<file path="config.mk">
export PLATFORM = sky130hd
export DESIGN_NAME = irq_wake_ctrl
export DESIGN_NICKNAME = d
export VERILOG_FILES = /design/src/rtl/irq_wake_pkg.sv /design/src/rtl/irq_sync_edge.sv /design/src/rtl/irq_wake_ctrl.sv
export SDC_FILE = /design/constraint.sdc
export NUM_CORES = 1
export LEC_CHECK = 0
export CELL_PAD_IN_SITES_DETAIL_PLACEMENT = 0
export CELL_PAD_IN_SITES_GLOBAL_PLACEMENT = 1
export CORE_MARGIN = 2
export CORE_UTILIZATION = 44
export DETAILED_ROUTE_END_ITERATION = 16
export PLACE_DENSITY_LB_ADDON = 0.1
export RECOVER_POWER = 25
export SLEW_MARGIN = 5
export SYNTH_ARGS = -nofsm -noshare
export SYNTH_HDL_FRONTEND = slang
export SYNTH_HIERARCHICAL = 1
export SYNTH_SLANG_ARGS = --single-unit
</file>
<file path="constraint.sdc">
create_clock -name clk -period 18.8 [get_ports clk]
set_input_delay 1.88 -clock clk [delete_from_list [all_inputs] [get_ports clk]]
set_output_delay 1.88 -clock clk [all_outputs]
set_load 0.1 [all_outputs]
</file>
<file path="src/rtl/irq_wake_pkg.sv">
// Shared types and helpers for the always-on interrupt controller / sleep sequencer.
package irq_wake_pkg;

  typedef enum logic [1:0] {
    ST_RUN     = 2'd0,
    ST_SLEEP   = 2'd1,
    ST_WAKE    = 2'd2,
    ST_SERVICE = 2'd3
  } wake_state_t;

  // ID 0 is reserved to mean "no interrupt".
  localparam int ID_NONE = 0;

  function automatic int id_width(input int num_src);
    return $clog2(num_src + 1);
  endfunction

endpackage

</file>
<file path="src/rtl/irq_sync_edge.sv">
// Single-bit synchroniser followed by a rising-edge detector for one interrupt source.
module irq_sync_edge #(
  parameter int STAGES = 2
) (
  input  logic clk,
  input  logic rst_n,
  input  logic async_in,
  output logic rise
);

  logic [STAGES-1:0] sync_q;
  logic              last_q;

  // NOTE: sequential state uses non-blocking assignments so every flop samples
  // the pre-edge value of its neighbour; blocking here would collapse the chain.
  always_ff @(posedge clk or negedge rst_n) begin
    if (!rst_n) begin
      sync_q <= '0;
      last_q <= 1'b0;
    end else begin
      sync_q <= {sync_q[STAGES-2:0], async_in};
      last_q <= sync_q[STAGES-1];
    end
  end

  assign rise = sync_q[STAGES-1] & ~last_q;

endmodule

</file>
<file path="src/rtl/irq_wake_ctrl.sv">
// Interrupt latch/arbiter plus RUN/SLEEP/WAKE/SERVICE sequencer driving the core's
// external interrupt line and clock-gate enable.
module irq_wake_ctrl
  import irq_wake_pkg::*;
#(
  parameter  int NUM_SRC     = 8,
  parameter  int PRIO_W      = 3,
  parameter  int SYNC_STAGES = 2,
  localparam int ID_W        = id_width(NUM_SRC)
) (
  input  logic                      clk,
  input  logic                      rst_n,
  input  logic [NUM_SRC-1:0]        irq_src,
  input  logic [NUM_SRC-1:0]        irq_en,
  input  logic [NUM_SRC*PRIO_W-1:0] irq_prio,
  input  logic [PRIO_W-1:0]         prio_thresh,
  input  logic                      core_wfi,
  input  logic                      claim,
  input  logic                      complete,
  input  logic [ID_W-1:0]           complete_id,
  output logic                      ext_irq,
  output logic [ID_W-1:0]           claim_id,
  output logic                      core_clk_en,
  output logic                      cmpl_err
);

  localparam logic [ID_W-1:0] NO_ID = ID_W'(ID_NONE);

  logic [NUM_SRC-1:0] rise;
  logic [NUM_SRC-1:0] pending_q;
  logic [NUM_SRC-1:0] clr_mask;

  logic [ID_W-1:0]    best_id_d;
  logic [ID_W-1:0]    best_id_q;
  logic [PRIO_W-1:0]  best_prio;

  wake_state_t        state_q;
  wake_state_t        state_d;
  logic               take_claim;
  logic               cmpl_ok;
  logic               cmpl_bad;

  logic [ID_W-1:0]    claim_id_q;
  logic [ID_W-1:0]    active_id_q;
  logic               cmpl_err_q;

  for (genvar g = 0; g < NUM_SRC; g++) begin : g_src
    irq_sync_edge #(
      .STAGES (SYNC_STAGES)
    ) u_sync_edge (
      .clk      (clk),
      .rst_n    (rst_n),
      .async_in (irq_src[g]),
      .rise     (rise[g])
    );
  end

  // Highest priority wins; scanning upward with a strict compare keeps the
  // lowest index on ties.
  // NOTE: every always_comb output gets a default before any branch so no
  // path can leave it unassigned and infer a latch.
  always_comb begin
    best_id_d = NO_ID;
    best_prio = '0;
    for (int i = 0; i < NUM_SRC; i++) begin
      logic [PRIO_W-1:0] p;
      p = irq_prio[i*PRIO_W +: PRIO_W];
      if (pending_q[i] && irq_en[i] && (p > prio_thresh) && (p > best_prio)) begin
        best_prio = p;
        best_id_d = ID_W'(i + 1);
      end
    end
  end

  always_comb begin
    state_d    = state_q;
    take_claim = 1'b0;
    cmpl_ok    = 1'b0;
    unique case (state_q)
      ST_RUN: begin
        if (claim) begin
          if (best_id_q != NO_ID) begin
            take_claim = 1'b1;
            state_d    = ST_SERVICE;
          end
        end else if (core_wfi && (best_id_q == NO_ID)) begin
          state_d = ST_SLEEP;
        end
      end
      ST_SLEEP: begin
        if (best_id_q != NO_ID) state_d = ST_WAKE;
      end
      ST_WAKE: begin
        state_d = ST_RUN;
      end
      ST_SERVICE: begin
        if (complete && (complete_id == active_id_q)) begin
          cmpl_ok = 1'b1;
          state_d = ST_RUN;
        end
      end
      default: state_d = ST_RUN;
    endcase
    cmpl_bad = complete && !cmpl_ok;
  end

  always_comb begin
    clr_mask = '0;
    for (int i = 0; i < NUM_SRC; i++) begin
      clr_mask[i] = take_claim && (best_id_q == ID_W'(i + 1));
    end
  end

  // A fresh edge on the bit being claimed in the same cycle is kept, not lost.
  always_ff @(posedge clk or negedge rst_n) begin
    if (!rst_n) begin
      pending_q   <= '0;
      best_id_q   <= NO_ID;
      state_q     <= ST_RUN;
      claim_id_q  <= NO_ID;
      active_id_q <= NO_ID;
      cmpl_err_q  <= 1'b0;
    end else begin
      pending_q  <= (pending_q & ~clr_mask) | rise;
      best_id_q  <= best_id_d;
      state_q    <= state_d;
      cmpl_err_q <= cmpl_bad;
      if (claim) begin
        claim_id_q <= take_claim ? best_id_q : NO_ID;
      end
      if (take_claim) begin
        active_id_q <= best_id_q;
      end else if (cmpl_ok) begin
        active_id_q <= NO_ID;
      end
    end
  end

  assign ext_irq     = (best_id_q != NO_ID) && ((state_q == ST_RUN) || (state_q == ST_WAKE));
  assign core_clk_en = (state_q != ST_SLEEP);
  assign claim_id    = claim_id_q;
  assign cmpl_err    = cmpl_err_q;

endmodule

</file>
==> results of run 1 <==
## path summary, 6_finish.rpt
| path | start | to | depth (start not counted) |
|---|---|---|---|
| setup / recovery | prio_thresh[2] | best_id_q[2] | 48 |
| hold / removal | g_src[7].u_sync_edge/sync_q[0] | g_src[7].u_sync_edge/sync_q[1] | 0 |
| setup reg to reg | pending_q[0] | best_id_q[2] | 45 |
| hold reg to reg | g_src[7].u_sync_edge/sync_q[0] | g_src[7].u_sync_edge/sync_q[1] | 0 |
| max in group asynchronous | rst_n | g_src[3].u_sync_edge/last_q | 1 |
| min in group asynchronous | rst_n | g_src[0].u_sync_edge/sync_q[0] | 1 |
## cells by family after synthesis
family,after synthesis,synth area share [%]
XOR/XNOR,1,0.2808
AND/OR/NAND/NOR,110,20.58
flip-flops,47,37.71
AO/OA/AOI/OAI,78,18.57
buffers and inverters,29,3.490
multiplexers,8,2.928
adder cells (fa/ha/maj),41,16.45
## power groups by stage
stage	Combinational, W	Clock, W	Sequential (W)
after global routing	0.000204	0.0000678	0.000141
after CTS	0.000186	0.0000633	0.000138
after floorplan	0.000117	0	0.000155
after detailed placement	0.000185	0	0.000139
after global placement	0.000183	0	0.000139
final	0.000184	0.0000602	0.000138
## state kept, by name, summed over array words and instances (netlist names)
signal and count:
g_src.u_sync_edge/last_q 8, active_id_q 4, claim_id 4, best_id_q 4, pending_q 8, state_q 2, cmpl_err 1, g_src.u_sync_edge/sync_q 16
## critical path: cells and delay by family
kind	cells	cell delay (ns)
and+or+nand+nor	15	2.68
muxes	4	1.31
buffers and inverters	3	0.67
AOI/OAI and AO/OA	18	4.01
adders and majority gates	8	2.25
## layout by cell type, fill, tap and decap left out, types with 4 or more instances in the layout
| cell type | Yosys | routed |
|---|---|---|
| clkbuf_8 | 0 | 5 |
| a21oi_1 | 13 | 13 |
| nor2_1 | 13 | 13 |
| and2_1 | 4 | 4 |
| dfrtp_1 | 47 | 47 |
| o21a_1 | 4 | 4 |
| nand2_1 | 33 | 33 |
| nor2b_4 | 8 | 8 |
| a21o_1 | 12 | 12 |
| inv_1 | 29 | 29 |
| nand3_1 | 15 | 15 |
| mux2_2 | 5 | 5 |
| nand2b_1 | 6 | 6 |
| ha_1 | 41 | 41 |
| a31oi_1 | 5 | 5 |
| o21ai_0 | 15 | 15 |
| clkdlybuf4s50_1 | 0 | 49 |
| or3_1 | 4 | 4 |
| nand3b_1 | 6 | 6 |
| dlygate4sd3_1 | 0 | 8 |
## metal layers
metal | share of wire [%] | GRT usage, % | vias up
li1 | - | - | 1279
met1 | 46 | 24.96 | 1171
met2 | 49 | 33.01 | 44
met3 | 3.8 | 2.451 | 10
met4 | 1.7 | 5.510 | 0
met5 | 0 | 0 | -
## stage by stage
step / area, um^2 / worst slack, ns / power (W) / util (%)
5_1_grt: 3905 / 5.278 / 0.0004134 / 57.16
3_5_place_dp: 3815 / 5.886 / 0.0003238 / 55.84
6_report: 3905 / 6.140 / 0.0003819 / 57.16
3_3_place_gp: 3815 / 5.978 / 0.0003229 / 55.84
2_1_floorplan: 3119 / 7.585 / 0.0002717 / -
4_1_cts: 3906 / 6.097 / 0.0003869 / 57.18
## area by class of cell
class	count	share of cell area (%)
Inverter	29	2.788
Clock inverter	3	0.5767
Sequential cell	47	30.12
Clock buffer	5	1.762
Timing Repair Buffer	58	14.71
Tap cell	96	3.076
Multi-Input combinational cell	238	46.97
==> summary.md, run 1 <==
| Metric | Value |
|---|---|
| CP startpoint kind | `primary input` |
| Die width | `88.20 um` |
| Peak supply drop | `0.07238 mV` |
| DP HPWL | `5.424 mm` |
| WP data arrival | `~13 ns` |
| Post-CTS Resized | `0` |
| Sequential share of power | `approximately 36%` |
| Fin crit share | `67.34%` |
| CP required | `18.93 ns` |
| Netlist cell types | `55` |
| Core footprint | `6832 um^2` |
| Antenna violations before repair | `0` |
| CTS sink count | `47` |
| H-tree depth | `2` |
| Max_cap viols | `1` |
| Post-synth EDFFs | `0` |
| Rows | `30` |
| Logic gate share of total power | `48.1%` |
| Starting Density | `between 40% and 50%` |
| Storage cell area | `between 1000 and 1500 um^2` |
| Vias/cell | `5.261` |
| Outcome | `complete, but fails checks` |
| Synth cell count leaders | `dfrtp_1 (47), ha_1 (41), nand2_1 (33)` |
| IO buf count | `58` |
| Post-route ant nets | `0` |
| Area of the multi-input gates | `~1800 um^2` |
| Synth warn | `6` |
| Kind of critical path | `primary input to flip-flop` |
| Setup violations, final | `0` |
| Wire length per cell | `14.22 um` |
| Vias in the first global route | `2,502` |
| Cell taking the most area after synthesis | `dfrtp_1` |
| Syn Area/Cell | `9.934 um^2` |
| Area share of the largest cell type after synthesis | `37.71%` |
| Crit. End Element | `flip-flop` |
| Internal | `between 0.0002 and 0.00025 W` |
| Clock buffers created by TritonCTS | `5` |
| Syn Std Cell Area | `a little over 3000 um^2` |
| Register-to-register setup slack | `just over 8 ns` |
| Asr flop ratio synth | `100.0%` |
| Prevailing post-synth register cell | `dfrtp_1` |
| P_sw | `0.0001639 W` |
| Setup tns final | `0 ns` |
| PwrDens | `97.80 nW/um^2` |
| Highest-delay cell along the critical path | `o221ai_1` |
| Top-count cell post-synth | `dfrtp_1` |
| Drt total wl | `a little under 7 mm` |
| Die height | `a little under 90 um` |
| Crit path max fanout | `10` |
| Largest stage delay, worst path | `0.57 ns` |
| Ports | `59` |
| Hold WS | `0.3559 ns` |
| Insertion delay to the later sink of the worst-skew pair | `roughly 0.3 ns` |
| Layout cells sized above 1 | `8.684%` |
| Total track usage | `19.04%` |
| Synth top area cells | `dfrtp_1 (38%), ha_1 (16%), nand2_1 (4.0%)` |
| Seq cells post-synth | `47` |
| Cts hold-fix bufs | `0` |
| Net Sw Frac | `about 43%` |
| Nets | `about 470` |
| Area Growth Syn to Fin | `25.19%` |
| Fin. Hold Viols | `0` |
| 1st-iter DRT viols | `58` |
| DRC viols | `0` |
| Cells after DPL | `468` |
| Path type of the worst min-delay path | `flip-flop to flip-flop` |
| CTS tree | `yes` |
| Slew Limit Fails | `48` |
| Min cycle time layout | `12.66 ns` |
| Worst Max-Slew Pin Slew | `approximately 2.4 ns` |
| Die area | `7778 um^2` |
| CTS clk-pin slew, worst paths | `0.09 ns` |
| Number of buffers on the longest clock path | `2` |
| Failing checks | `max-capacitance violations, max-slew violations` |
| Maximum clock frequency | `between 70 and 80 MHz` |
| Non-filler instance count after layout | `476` |
| Clk_skew | `0.004157 ns` |
| Cell mode on critical path | `ha_1` |
| Post-synth net total | `between 400 and 500` |
| N_diodes | `0` |
| Root buffer cell | `clkbuf_8` |
| Syn Inst Count | `314` |
| First-pass GRT wire length | `11.48 mm` |
| Slew headroom | `-56.72%` |
| RSZ-0062 raised after global routing | `false` |
| Fillers | `652` |
| Share of total power in the clock network | `15.8%` |
| Sequential area share after synthesis | `~38%` |
| Via count | `2,504` |
| Largest net degree at the start of global routing | `48` |
| Total gr overflow | `0` |
| Post-CTS Setup Repair Bufs | `0` |
| Drt pass-1 iters | `4` |
| Lkg Pwr | `1.778 nW` |
| Final Wtd Congestion | `roughly 0.84` |
No activity file was read; power rests on OpenSTA's default activity.
==> inputs of run 2 (changes only) <==
CORE_UTILIZATION = 40   (was 44)
clock period = 13.2 ns   (was 18.8 ns; I/O delays follow)
==> run 2 against run 1 <==
  * The flow still finishes with violations (max-capacitance violations, max-slew violations)
  * Clock power grew 74%
  * Core utilization decreased by 5.4 points
  * Via count grew 1.0%
  * Largest cell class unchanged
==> summary.md, run 2 (synthesis gave the netlist of run 1 again) <==
| Metric | Value |
|---|---|
| Fillers | `748 (was 652)` |
| Failing checks | `max-capacitance violations, max-slew violations (unchanged)` |
| Path type of the worst min-delay path | `flip-flop to flip-flop (unchanged)` |
| Min cycle time layout | `12.12 ns` |
| IO buf count | `58 (unchanged)` |
| Clk_skew | `0.006449 ns (was 0.004157 ns)` |
| Largest net degree at the start of global routing | `48 (unchanged)` |
| Fin crit share | `91.79%` |
| Core footprint | `7647 um^2 (was 6832 um^2)` |
| N_diodes | `0 (unchanged)` |
| Root buffer cell | `clkbuf_8 (unchanged)` |
| Die height | `92.31 um (was 88.20 um)` |
| WP data arrival | `12.24 ns (was 12.79 ns)` |
| Most frequent cells in the layout | `clkdlybuf4s50_1 (49), dfrtp_1 (47), ha_1 (41) (unchanged)` |
| CP required | `13.33 ns (was 18.93 ns)` |
| Largest stage delay, worst path | `0.62 ns (was 0.57 ns)` |
| Path depth of the worst reg2reg path | `46 (was 45)` |
| Via count | `2,530 (was 2,504)` |
| Nets | `475 (was 472)` |
| Drt total wl | `6.953 mm (was 6.770 mm)` |
| Ports | `59 (unchanged)` |
| Wire length per cell | `14.34 um (was 14.22 um)` |
| H-tree depth | `2 (unchanged)` |
| Placed Instance Area | `3845 um^2 (was 3815 um^2)` |
| Fin. Hold Viols | `0 (unchanged)` |
| Finished Cell Area | `3961 um^2 (was 3905 um^2)` |
| Area Growth Syn to Fin | `27.00% (was 25.19%)` |
| Post-CTS Resized | `0 (unchanged)` |
| Most flop-heavy register | `g_src.u_sync_edge/sync_q (unchanged)` |
| CTS sink count | `47 (unchanged)` |
| Antenna violations before repair | `0 (unchanged)` |
| Setup violations, final | `0 (unchanged)` |
| Crit. End Element | `flip-flop (unchanged)` |
| Setup tns final | `0 ns (unchanged)` |
| Lkg Pwr | `1.805 nW (was 1.778 nW)` |
| CTS clk-pin slew, worst paths | `0.08 ns (was 0.09 ns)` |
| Cell mode on critical path | `ha_1 (unchanged)` |
| Outcome | `complete, but fails checks (unchanged)` |
| Vias in the first global route | `2,524 (was 2,502)` |
| Starting Density | `40.79% (was 45.66%)` |
| Largest regs | `g_src.u_sync_edge/sync_q (16), g_src.u_sync_edge/last_q (8), pending_q (8) (unchanged)` |
| Final Wtd Congestion | `0.8793 (was 0.8446)` |
| Total track usage | `17.49% (was 19.04%)` |
| Post-layout util | `51.80% (was 57.16%)` |
| 1st-iter DRT viols | `41 (was 58)` |
| Number of buffers on the longest clock path | `2 (unchanged)` |
| Total gr overflow | `0 (unchanged)` |
| Cts hold-fix bufs | `0 (unchanged)` |
| Most common cell after layout, fill and taps aside | `clkdlybuf4s50_1 (unchanged)` |
| Slew Limit Fails | `48 (unchanged)` |
| Clock buffers created by TritonCTS | `5 (unchanged)` |
| Hold Path Depth | `0 (unchanged)` |
| Highest-delay cell along the critical path | `o221ai_1 (unchanged)` |
| Peak supply drop | `0.1433 mV (was 0.07238 mV)` |
| Kind of critical path | `primary input to flip-flop (unchanged)` |
| CP startpoint kind | `primary input (unchanged)` |
| DRC viols | `0 (unchanged)` |
| Crit path max fanout | `10 (unchanged)` |
| Die width | `92.31 um (was 88.20 um)` |
| Setup WS post-layout | `1.084 ns (was 6.140 ns)` |
| Largest register FFs | `16 (unchanged)` |
| DP HPWL | `5.499 mm (was 5.424 mm)` |
| Insertion delay to the later sink of the worst-skew pair | `0.30 ns (about the same)` |
| Max_cap viols | `1 (unchanged)` |
| Cells after DPL | `477 (was 468)` |
| Post-CTS Setup Repair Bufs | `0 (unchanged)` |
| Slew headroom | `-60.04% (was -56.72%)` |
| PwrDens | `142.4 nW/um^2 (was 97.80 nW/um^2)` |
| Layout cells sized above 1 | `9.399% (was 8.684%)` |
| Die area | `8520 um^2 (was 7778 um^2)` |
| Maximum clock frequency | `82.54 MHz` |
| Rows | `32 (was 30)` |
| CTS tree | `yes (unchanged)` |
| Post-route ant nets | `0 (unchanged)` |
| First-pass GRT wire length | `11.86 mm (was 11.48 mm)` |
| RSZ-0062 raised after global routing | `false (unchanged)` |
| Pre-CTS setup slack | `0.8660 ns (was 5.886 ns)` |
| Drt pass-1 iters | `4 (unchanged)` |
| Vias/cell | `5.216 (was 5.261)` |
| Worst Max-Slew Pin Slew | `2.401 ns (was 2.351 ns)` |
| Non-filler instance count after layout | `485 (was 476)` |
run 2: cell count changes in the layout (fill, tap and decap cells not counted), sizes merged:
| cell | delta |
|---|---|
| clkbuf | +1 |
| inv | -1 |
| buf | +3 |
| bufinv | +1 |
| clkinv | -1 |
run 2: report_power, final:
part	switching (W)	total, W	internal, W
Sequential	0.0000256	0.000196	0.000171
Clock	0.0000442	0.000105	0.0000612
Combinational	0.000160	0.000262	0.000103
Total	0.000229	0.000564	0.000335
run 2: critical path: cells and delay by family:
kind / cells / cell delay, ns
and+or+nand+nor: 17 / 2.90
adders and majority gates: 8 / 2.25
muxes: 4 / 1.27
AOI/OAI and AO/OA: 16 / 3.70
buffers and inverters: 5 / 0.76
run 2: cell type report:
| cell class | instances | area, um^2 | share of cell area [%] |
|---|---|---|---|
| multi-input cells | 238 | 1834 | 46.30 |
| repair buffers | 61 | 596.8 | 15.07 |
| clock buffers | 6 | 82.58 | 2.085 |
| well taps | 102 | 127.6 | 3.222 |
| inverters | 29 | 108.9 | 2.748 |
| clock inverters | 2 | 35.03 | 0.8844 |
| flip-flops and latches | 47 | 1176 | 29.69 |
run 2: worst paths after layout:
check	from	to	slack, ns
setup reg to reg	pending_q[0]	best_id_q[2]	2.72
hold / removal	g_src[1].u_sync_edge/sync_q[0]	g_src[1].u_sync_edge/sync_q[1]	0.34
hold reg to reg	g_src[1].u_sync_edge/sync_q[0]	g_src[1].u_sync_edge/sync_q[1]	0.34
min in group asynchronous	rst_n	g_src[2].u_sync_edge/sync_q[0]	1.74
max in group asynchronous	rst_n	g_src[6].u_sync_edge/sync_q[1]	10.09
setup / recovery	prio_thresh[2]	best_id_q[2]	1.08
run 2: layer usage:
| metal | GRT usage, % | vias to the layer above | part of all wire [%] |
|---|---|---|---|
| met2 | 29.50 | 39 | 48 |
| met4 | 4.104 | 0 | 0.98 |
| met1 | 23.58 | 1205 | 49 |
| li1 | - | 1281 | - |
| met3 | 2.929 | 5 | 2.8 |
| met5 | 0 | - | 0 |
run 2: through the flow:
step                      hold slack, ns  total power [W]
after floorplan                   0.3312        0.0003869
after global placement            0.3320        0.0004605
after detailed placement          0.3347        0.0004626
after CTS                         0.3458        0.0005714
after global routing              0.3445        0.0006088
final                             0.3436        0.0005640
